<file path="config.mk">
export PLATFORM = sky130hd
export DESIGN_NAME = mbssoc_ram_arbiter
export DESIGN_NICKNAME = d
export VERILOG_FILES = /design/src/rtl/mbssoc_ram_arbiter.sv
export SDC_FILE = /design/constraint.sdc
export NUM_CORES = 1
export LEC_CHECK = 0
export CAP_MARGIN = 10
export CORE_AREA = 3 3 103 105
export CTS_CLUSTER_DIAMETER = 40
export DETAILED_ROUTE_END_ITERATION = 10
export DIE_AREA = 0 0 106 108
export HOLD_SLACK_MARGIN = 0.06
export PLACE_DENSITY_LB_ADDON = 0.3
export SETUP_SLACK_MARGIN = 0.1
export SLEW_MARGIN = 0
export SYNTH_ARGS = -nofsm -noshare
export SYNTH_HDL_FRONTEND = slang
export SYNTH_SLANG_ARGS = --single-unit
export TNS_END_PERCENT = 20
</file>
<file path="constraint.sdc">
create_clock -name clk -period 5.35 [get_ports clk]
set_input_delay 1.3375 -clock clk [delete_from_list [all_inputs] [get_ports clk]]
set_output_delay 1.3375 -clock clk [all_outputs]
set_load 0.02 [all_outputs]
</file>
<file path="src/rtl/mbssoc_ram_arbiter.sv">
// Round-robin arbiter sharing one single-port RAM among CORE_NUM cores.
// Posedge request/grant/ack with bounded lock sequences for atomic RMW.
//
// Ports:
//   clk, rst               clock, synchronous active-high reset
//   req, we, lock          per-core request, write enable, keep-bus flag
//   addr_flat, wdata_flat  per-core address / write data, packed by core
//   cpu_pause, ack         per-core stall and one-cycle completion pulse
//   rdata                  read data broadcast, valid with ack on reads
//   ram_re, ram_we         RAM strobes
//   ram_addr, ram_wdata    RAM address / write data
//   ram_rdata              RAM read data, one cycle after ram_re
//   grant_id               granted core index this cycle, 0 when idle
module mbssoc_ram_arbiter #(
    parameter int CORE_NUM   = 2,
    parameter int ADDR_WIDTH = 32,
    parameter int DATA_WIDTH = 32,
    parameter int MAX_LOCK   = 4
) (
    input  logic                           clk,
    input  logic                           rst,
    input  logic [CORE_NUM-1:0]            req,
    input  logic [CORE_NUM-1:0]            we,
    input  logic [CORE_NUM-1:0]            lock,
    input  logic [CORE_NUM*ADDR_WIDTH-1:0] addr_flat,
    input  logic [CORE_NUM*DATA_WIDTH-1:0] wdata_flat,
    output logic [CORE_NUM-1:0]            cpu_pause,
    output logic [CORE_NUM-1:0]            ack,
    output logic [DATA_WIDTH-1:0]          rdata,
    output logic                           ram_re,
    output logic                           ram_we,
    output logic [ADDR_WIDTH-1:0]          ram_addr,
    output logic [DATA_WIDTH-1:0]          ram_wdata,
    input  logic [DATA_WIDTH-1:0]          ram_rdata,
    output logic [$clog2(CORE_NUM)-1:0]    grant_id
);

    localparam int IW = $clog2(CORE_NUM);
    localparam int CW = $clog2(MAX_LOCK + 1);

    localparam logic [0:0] S_IDLE   = 1'b0;
    localparam logic [0:0] S_LOCKED = 1'b1;

    logic [0:0]          r_state;
    logic [IW-1:0]       r_own;
    logic [CW-1:0]       r_lock_cnt;
    logic [IW-1:0]       r_ptr;
    logic                r_ack_pend;
    logic                r_ack_rd;
    logic [IW-1:0]       r_ack_id;

    logic                w_gnt_vld;
    logic [IW-1:0]       w_gnt_id;
    logic [CORE_NUM-1:0] w_gnt_vec;
    logic                w_own_hold;
    logic [CW-1:0]       w_cnt_next;
    logic                w_keep;
    logic [IW-1:0]       w_ptr_gnt;
    logic [IW-1:0]       w_ptr_own;

    assign w_own_hold = (r_state == S_LOCKED) && req[r_own];

    // Lowest rotation offset from r_ptr wins; scan downward so it
    // overwrites the others.
    always_comb begin
        w_gnt_vld = 1'b0;
        w_gnt_id  = '0;
        if (!rst) begin
            if (w_own_hold) begin
                w_gnt_vld = 1'b1;
                w_gnt_id  = r_own;
            end else begin
                for (int k = CORE_NUM - 1; k >= 0; k--) begin
                    if (req[(int'(r_ptr) + k) % CORE_NUM]) begin
                        w_gnt_vld = 1'b1;
                        w_gnt_id  = IW'((int'(r_ptr) + k) % CORE_NUM);
                    end
                end
            end
        end
    end

    always_comb begin
        w_gnt_vec = '0;
        ram_re    = 1'b0;
        ram_we    = 1'b0;
        ram_addr  = '0;
        ram_wdata = '0;
        if (w_gnt_vld) begin
            w_gnt_vec[w_gnt_id] = 1'b1;
            ram_we    = we[w_gnt_id];
            ram_re    = ~we[w_gnt_id];
            ram_addr  = addr_flat[int'(w_gnt_id)*ADDR_WIDTH +: ADDR_WIDTH];
            ram_wdata = wdata_flat[int'(w_gnt_id)*DATA_WIDTH +: DATA_WIDTH];
        end
    end

    // A new owner (after an early release) starts its own count at zero.
    assign w_cnt_next = (w_own_hold ? r_lock_cnt : CW'(0)) + CW'(1);
    assign w_keep     = lock[w_gnt_id] && (w_cnt_next < CW'(MAX_LOCK));

    assign w_ptr_gnt = (int'(w_gnt_id) == CORE_NUM - 1) ? '0 : w_gnt_id + IW'(1);
    assign w_ptr_own = (int'(r_own) == CORE_NUM - 1) ? '0 : r_own + IW'(1);

    always_ff @(posedge clk) begin
        if (rst) begin
            r_state    <= S_IDLE;
            r_own      <= '0;
            r_lock_cnt <= '0;
            r_ptr      <= '0;
            r_ack_pend <= 1'b0;
            r_ack_rd   <= 1'b0;
            r_ack_id   <= '0;
        end else begin
            r_ack_pend <= w_gnt_vld;
            r_ack_rd   <= w_gnt_vld & ~we[w_gnt_id];
            r_ack_id   <= w_gnt_id;
            if (w_gnt_vld) begin
                if (w_keep) begin
                    r_state    <= S_LOCKED;
                    r_own      <= w_gnt_id;
                    r_lock_cnt <= w_cnt_next;
                end else begin
                    r_state    <= S_IDLE;
                    r_lock_cnt <= '0;
                    r_ptr      <= w_ptr_gnt;
                end
            end else if (r_state == S_LOCKED) begin
                // Owner dropped req and nobody else asked: release.
                r_state    <= S_IDLE;
                r_lock_cnt <= '0;
                r_ptr      <= w_ptr_own;
            end
        end
    end

    always_comb begin
        ack = '0;
        if (r_ack_pend && !rst) begin
            ack[r_ack_id] = 1'b1;
        end
    end

    assign rdata     = (r_ack_pend && r_ack_rd && !rst) ? ram_rdata : '0;
    assign cpu_pause = req & ~w_gnt_vec;
    assign grant_id  = w_gnt_id;

endmodule

</file>
### Word-level counts from Yosys, hierarchy flattened

Index checks and enable logic that the tools add are counted.

| word-level totals | value |
|---|---|
| memory bits (read-only) | 0 |
| register bits after elaboration | 9 |
| memory bits (writable) | 0 |
| memories kept | 0 |
| output and inout port bits | 103 |
| bits of input ports | 168 |
| latch bits | 0 |
| word-level logic and storage cells | 80 |

| cells by class | value |
|---|---|
| bitwise gates (word level) | 6 |
| add/subtract/negate cells | 4 |
| shifts and indexed selects | 2 |
| multiply operators | 0 |
| muxes and demuxes | 40 |
| reductions and logical operators | 12 |
| $lt $le $gt $ge | 8 |
| divide/modulo/power cells | 0 |
| equal/unequal tests | 1 |

Operators with widths:

| operator | number |
|---|---|
| $shiftx A64 B7 Y32 | 2 |
| $mux W32 | 3 |
| $mux W1 | 29 |
| $mux W3 | 4 |
| $lt A1 B2 Y1 const B | 4 |
| $logic_and A1 B1 Y1 | 7 |
| $mux W2 | 2 |
| $reduce_and A2 Y1 | 2 |
| $add A1 B1 Y1 const B | 3 |
| $add A3 B1 Y3 const B | 1 |
| $lt A2 B3 Y1 const B | 1 |
| $lt A3 B3 Y1 const B | 1 |
| $and A2 B2 Y2 | 1 |
| $demux W1 S1 | 2 |
| $ge A1 B1 Y1 const B | 2 |
| $ne A2 B2 Y1 const B | 1 |
| $not A1 Y1 | 2 |
| $not A2 Y2 | 1 |
| $reduce_bool A2 Y1 | 1 |
| $reduce_or A2 Y1 | 1 |
| $and A1 B1 Y1 | 1 |
| $and A1 B1 Y1 const A | 1 |
| $logic_not A1 Y1 | 1 |

### Depth between registers and ports, before layout

Gate-level depths: netlist (run 1).

| depth | value |
|---|---|
| word-level depth | 16 |
| mapped depth | 8 |
| gate-level depth less buffers | 7 |

### Worst setup path after synthesis (run 1)

No wires, ideal clock.

| timing path | value |
|---|---|
| path kind | input to output |
| from | in req[0] |
| to | out ram_addr[22] |
| required time | 4,013 ps |
| stages on the path | 4 |
| setup slack | 1,590 ps |
| path buffers | 2 |
| arrival | 2,422 ps |
| cell sequence | buf_2 -> a21oi_2 -> clkbuf_1 -> a22o_1 |

| between the ends | value |
|---|---|
| longest elaborated chain between the ends | 9 |
| elaborated cells between the ends (all ways) | 18 |
| classes of those cells | shift: 1; mux: 16; reduce/logical: 1 |

RTL lines:

| item | RTL line | text |
|---|---|---|
| from (decl) | 22 | `input logic [CORE_NUM-1:0] req,` |
| $mux W1 (not written as such) (3 in series) | 74 | `if (req[(int'(r_ptr) + k) % CORE_NUM]) begin` |
| $mux W1 (2 in series) | 74 |  |
| $mux W1 (*) | 69 | `if (w_own_hold) begin` |
| $mux W1 (*) | 68 | `if (!rst) begin` |
| named net grant_id | 35 | `output logic [$clog2(CORE_NUM)-1:0] grant_id` |
| $shiftx A64 B7 Y32 (*) | 93 | `ram_addr = addr_flat[int'(w_gnt_id)*ADDR_WIDTH +: ADDR_WIDTH];` |
| $mux W32 (*) | 89 | `if (w_gnt_vld) begin` |
| to (decl) | 32 | `output logic [ADDR_WIDTH-1:0] ram_addr,` |

Mark *: on every way through the listed nets, which the timed path passes. The rest lies on a longest branch. The select of a mux whose other input is x is not followed.

### Worst setup path after layout (run 1)

| timing path | value |
|---|---|
| from | in req[0] |
| to | out ram_addr[19] |

| between the ends | value |
|---|---|
| longest elaborated chain between the ends | 9 |
| elaborated cells between the ends (all ways) | 18 |
| classes of those cells | shift: 1; mux: 16; reduce/logical: 1 |

RTL lines:

| item | RTL line |
|---|---|
| $mux W1 (not written as such) (3 in series) | 74 |
| $mux W1 (2 in series) | 74 |
| $mux W1 | 69 |
| $mux W1 | 68 |
| $shiftx A64 B7 Y32 | 93 |
| $mux W32 (*) | 89 |

Mark *: on every way between the ends. The rest lies on a longest branch, timed or not. The select of a mux whose other input is x is not followed.

==> metrics.txt, run 1 <==
status finished clean; post-synthesis sequential area ratio 12.7%; Num CTS Buffers 3; hold path start r_lock_cnt[2]; IO Port Bufs 270; ANT cells 0; area leader, netlist a22o_1; sinks on the clock net 9; hold path depth 1; Die Width 106 um; fill cell count 961; Placer Congestion 0.790; first-pass GRT wire length 13800 um; Post-synth top cells a22o_1, and2_1, dfxtp_1; Post-Route WL 9820 um; Initial DRC Count 138; FF-to-FF End r_own; internal power roughly 0.35 mW; Worst Tran Pin Value 337 ps; Gate Count Post-Synth 176; Setup WS pre-CTS 380 ps; Synth warnings 0; CP arrival 3630 ps; ranking of synthesized cells by area a22o_1, and2_1, dfxtp_1; post-CTS setup repair buffer count 0; Mapped Area roughly 1400 um2; clock power share ~15%; Crit Path Class input port to output pin; core footprint 9730 um2; Syn Area/Cell 8.06 um2; vias post-DR ~2400; Post-synth EDFFs 0; Reg2Reg Depth 7; Final Cycle Share just over 90%; vias in the first global route ~2300; reg2reg start r_own; DR vias/cell 4.16; CP Launch Type input port; combinational power share 70.3%; Skew-Pair Late Insertion Delay 230 ps; Synth Register Bits 9; Worst Skew 0.272 ps; largest net degree at the start of global routing 67; VDD IR-drop max 0.0000582 V; top-area cell type share of the netlist area 39.5%; CTS HTree Levels 1; total die area 11400 um2; MaxCap Viol Count 0; clk slew on worst S/H paths 40 ps; hold path endpoint r_lock_cnt[2]; fraction of layout cells with a size suffix above 1 3.90%; Final Setup Violations 0; # resized after CTS 0; Fmax a little over 0.2 GHz; Power Dens Cells 121 nW/um2; Setup WS post-layout ~380 ps; Sw Share 33.2%; final hold viol count 0; Clock Tree Buf Depth 2; Post-Syn Nets 345; Slew headroom 77.1%; CTS tree built; Synth Area in Compound Gates between 40 and 50%; hold_buf cts 0; Initial Utilization 14.6%; Die Span Y 108 um; post-synthesis mux area share under 10%; final setup TNS 0 ps; sw power 0.173 mW; RSZ-0062 raised after global routing false; DR WL/cell 17.3 um; Main synth FF type dfxtp_1; R2R Setup Slk 3120 ps; most frequent cell after synthesis a22o_1; Post-Synth Adder-Cell Area less than 1%; nets about 600; initial antenna violation count 0; sequential cell area between 150 and 200 um2; Initial DRT Pass Iterations 4; grt total ovfl 0; # rows 36; # IOs between 200 and 300; Crit path required time 4010 ps; post-synthesis simple-gate area fraction 26.5%; antenna viol nets, final 0; leak pwr 1.63 nW; XOR/XNOR Fraction of Synth Area 0%; largest family of logic cells by synthesized area compound AO/OA/AOI/OAI gates; synth unique cells 32; min Tclk post-route 4970 ps; area grow syn2layout 204%; endpoint type of the worst setup path output pin; CTS root buffer clkbuf_8; Sequential Power Share 14.8%; overall power 0.520 mW; HPWL after detailed placement 8370 um; drc violations 0; worst hold path type flop to flop; area of the multi-input gates 1130 um2; overall routing resource usage 15.2%; ys async rst share 0%; max-slew violations 0; Max Fanout on Critical Path 33
## final cells by class
type	instances	area share, %
clock buffer	4	1.04
timing repair buffer	276	64.3
multi-input combinational	143	26.2
tap	133	3.86
inverter	4	0.348
sequential	9	4.18
## critical path, cell delays in order
cell	delay [ps]
clkdlybuf4s50_1	680
nand2b_1	180
a21oi_4	180
buf_4	360
a22o_1	230
clkdlybuf4s50_1	650
## per-stage QoR
| stage | hold slack (ps) | cell area [um2] | util (%) | cells |
|---|---|---|---|---|
| 2_1_floorplan | 449 | 1420 | - | 176 |
| 3_3_place_gp | 462 | 4270 | 43.8 | 565 |
| 6_report | 476 | 4310 | 44.3 | 569 |
| 4_1_cts | 478 | 4310 | 44.3 | 569 |
| 5_1_grt | 493 | 4310 | 44.3 | 569 |
| 3_5_place_dp | 471 | 4270 | 43.8 | 565 |
## flip-flops by register name, summed over array words and instances, names as in the netlist
signal      flops
r_ack_rd        1
r_ptr           1
r_own           1
r_state         1
r_lock_cnt      3
r_ack_id        1
r_ack_pend      1
## metal layers
| metal | global-route usage (%) | up-vias | wire length [um] |
|---|---|---|---|
| met3 | 3.52 | 8 | 577 |
| met5 | 0 | - | 0 |
| met2 | 28.2 | 94 | 5250 |
| met4 | 2.22 | 0 | 71 |
| met1 | 18.3 | 1073 | 3920 |
| li1 | - | 1190 | - |
## power groups by stage
stage                     Sequential [mW]  Combinational (mW)  Clock (mW)
after CTS                          0.0768               0.368      0.0794
final                              0.0769               0.365      0.0776
after global routing               0.0775               0.386      0.0851
after detailed placement           0.0780               0.366           0
after floorplan                    0.0758               0.143           0
after global placement             0.0776               0.363           0
## cell families after synthesis
kind of cell / Yosys count
flops: 9
mux: 5
compound gates: 78
buf+inv: 24
fa+ha+maj: 1
simple gates: 59
## cells in the final DEF (no fill, tap or decap), types with 3 or more instances in the layout
master	netlist	layout
nand3b_1	4	4
clkdlybuf4s50_1	0	270
inv_1	4	4
nand2b_1	4	4
buf_4	5	4
dfxtp_1	9	9
a22o_1	64	64
a21oi_1	4	4
and2_1	36	36
nor2b_1	4	4
clkbuf_8	0	3
nor2_1	3	3
## worst max-delay path by stage
| stage | from | to | slack (ps) |
|---|---|---|---|
| after floorplan | req[0] | ram_addr[22] | 1590 |
| after global placement | req[0] | ram_addr[15] | 480 |
| after detailed placement | req[0] | ram_addr[19] | 380 |
| after CTS | req[0] | ram_addr[19] | 380 |
| after global routing | req[0] | ram_addr[19] | 260 |
| final | req[0] | ram_addr[19] | 380 |
Note: power is estimated with default switching activity, not from simulation.
==> inputs of run 2 (changes only) <==
- CTS_CLUSTER_SIZE: not set -> 12
- SLEW_MARGIN: 0 -> 10
==> results of run 2 <==
No change in the layout: final DEF, timing and power equal those of run 1.
==> inputs of run 3 (changes only) <==
- CORE_AREA: 3 3 103 105 -> 3 3 105 107
- DIE_AREA: 0 0 106 108 -> 0 0 108 110
- DONT_BUFFER_PORTS: not set -> 1
==> run 3 against run 2 <==
Final cell count fell by 48%. Global-route usage fell by 6.3 points. Register-to-register slack improved by 50 ps. Sequential share of layout area rose by 7.4 points. First-iteration DRC count fell by 55%. Core utilization fell by 29 points. Fmax rose by 21%. Critical path type unchanged. Largest cell class is now multi-input gates. Largest power group unchanged.
==> metrics.txt, run 3 (synthesis results as in run 1) <==
status finished clean; grt total ovfl 0 (unchanged); CTS tree built; Setup WS pre-CTS 1250 ps (+874 ps); Final Cycle Share 76.5% (-16 points); Die Span Y 110 um (+1.9%); crit-path leading delay family compound AO/OA/AOI/OAI gates; final setup TNS 0 ps (unchanged); Crit path required time 4010 ps (about the same); R2R Setup Slk 3170 ps (+50 ps); CP Launch Type input port; Core Util, Final 15.2% (-29 points); nets 332 (-45%); DR WL/cell 22.1 um (+28%); largest net degree at the start of global routing 68 (+1.5%); # IOs 271 (unchanged); initial antenna violation count 0 (unchanged); Fmax 0.244 GHz (+21%); final hold viol count 0 (unchanged); Power Dens Cells 196 nW/um2 (+63%); Worst Setup EP ram_addr[29]; CTS HTree Levels 1 (unchanged); Worst Skew 3.02 ps (+2.75 ps); FF-to-FF End r_own; Initial DRT Pass Iterations 4 (unchanged); Setup WS post-layout 1250 ps (+872 ps); CP Depth 4 (-2); vias post-DR 1468 (-38%); Placer Congestion 0.701 (-11%); max reg flops 3 (unchanged); total die area 11900 um2 (+3.8%); sinks on the clock net 9 (unchanged); Reg2Reg Depth 7 (unchanged); # rows 37 (+2.8%); Skew-Pair Late Insertion Delay 230 ps (about the same); CP max stage delay 490 ps (-190 ps); ANT cells 0 (unchanged); area grow syn2layout 9.79%; Slowest-stage cell, CP buf_4; Die Width 108 um (+1.9%); Final Setup Violations 0 (unchanged); Initial Utilization 13.9% (-0.72 points); first-pass GRT wire length 7820 um (-43%); CTS root buffer clkbuf_8; HPWL after detailed placement 5760 um (-31%); reg2reg start r_own; Post-Route WL 6580 um (-33%); CP cell instances nand2b_1 > a21oi_4 > buf_4 > a22o_1; overall power 0.305 mW (-41%); sequential cell area 180 um2 (unchanged); crit path buf inv count 1 (-2); area of the multi-input gates 1130 um2 (unchanged); RSZ-0062 raised after global routing false; endpoint type of the worst setup path output pin; clk slew on worst S/H paths 50 ps (about the same); fill cell count 1157 (+20%); vias in the first global route 1267 (-45%); most frequent cells in the layout a22o_1, and2_1, dfxtp_1; Max Fanout on Critical Path 51 (+55%); post-CTS setup repair buffer count 0 (unchanged); VDD IR-drop max 0.0000632 V (+8.5%); CP arrival 2760 ps (-870 ps); fraction of layout cells with a size suffix above 1 8.64% (+4.7 points); leak pwr 0.592 nW (-64%); core footprint 10200 um2 (+5.2%); hold_buf cts 0 (unchanged); Design Area, Final 1560 um2 (-64%); worst setup path startpoint rst; worst hold path type flop to flop; drc violations 0 (unchanged); IO Port Bufs 0 (-100%); overall routing resource usage 8.89% (-6.3 points); MaxCap Viol Count 0 (unchanged); max-slew violations 0 (unchanged); antenna viol nets, final 0 (unchanged); Crit Path Class input port to output pin; Worst Tran Pin Value 741 ps (+403 ps); Num CTS Buffers 3 (unchanged); Biggest register r_lock_cnt; Slew headroom 50.5% (-27 points); commonest non-fill, non-tap cell in the layout a22o_1; DR vias/cell 4.93 (+19%); Post-DP Area 1510 um2 (-65%); Clock Tree Buf Depth 2 (unchanged); Initial DRC Count 62 (-55%); min Tclk post-route 4100 ps (-872 ps); # resized after CTS 0 (unchanged)
==> run 3: changes by cell type in the layout (fill, tap and decap cells not counted), sizes merged <==
| cell | previous run | this run |
|---|---|---|
| clkdlybuf4s50 | 270 | 0 |
| buf | 6 | 2 |
| clkbuf | 4 | 3 |
| clkinv | 0 | 1 |
==> run 3: layout make-up <==
cell class	instances	share of cell area, %
Clock buffer	3	2.65
Clock inverter	1	0.321
Inverter	4	0.964
Multi-Input combinational cell	143	72.6
Sequential cell	9	11.6
Tap cell	136	10.9
Timing Repair Buffer	2	0.964
==> run 3: report_power, final <==
group / switching (mW) / internal [mW]
logic: 0.106 / 0.0451
clock network: 0.0265 / 0.0507
registers: 0.00465 / 0.0722
total: 0.137 / 0.168
==> run 3: stage by stage <==
step	hold slack, ps	instances
floorplan	449	176
global placement	465	294
detailed placement	471	294
CTS	478	298
global route	509	298
finish	474	298
==> run 3: how the worst min path moves through the flow <==
stage             startpoint            end  slack, ps  cells past startpoint
2_1_floorplan  r_lock_cnt[0]  r_lock_cnt[0]        450                      2
3_3_place_gp   r_lock_cnt[2]  r_lock_cnt[2]        460                      1
3_5_place_dp   r_lock_cnt[2]  r_lock_cnt[2]        470                      1
4_1_cts        r_lock_cnt[2]  r_lock_cnt[2]        480                      1
5_1_grt        r_lock_cnt[2]  r_lock_cnt[2]        510                      1
6_report       r_lock_cnt[2]  r_lock_cnt[2]        470                      1
==> run 3: per-layer routing <==
metal  vias up  GRT usage [%]  share of wire [%]
met5         -              0                  0
met4         0           2.16               0.38
met2        94           12.6                 48
li1        643              -                  -
met3         2           2.39                7.5
met1       729           13.2                 44
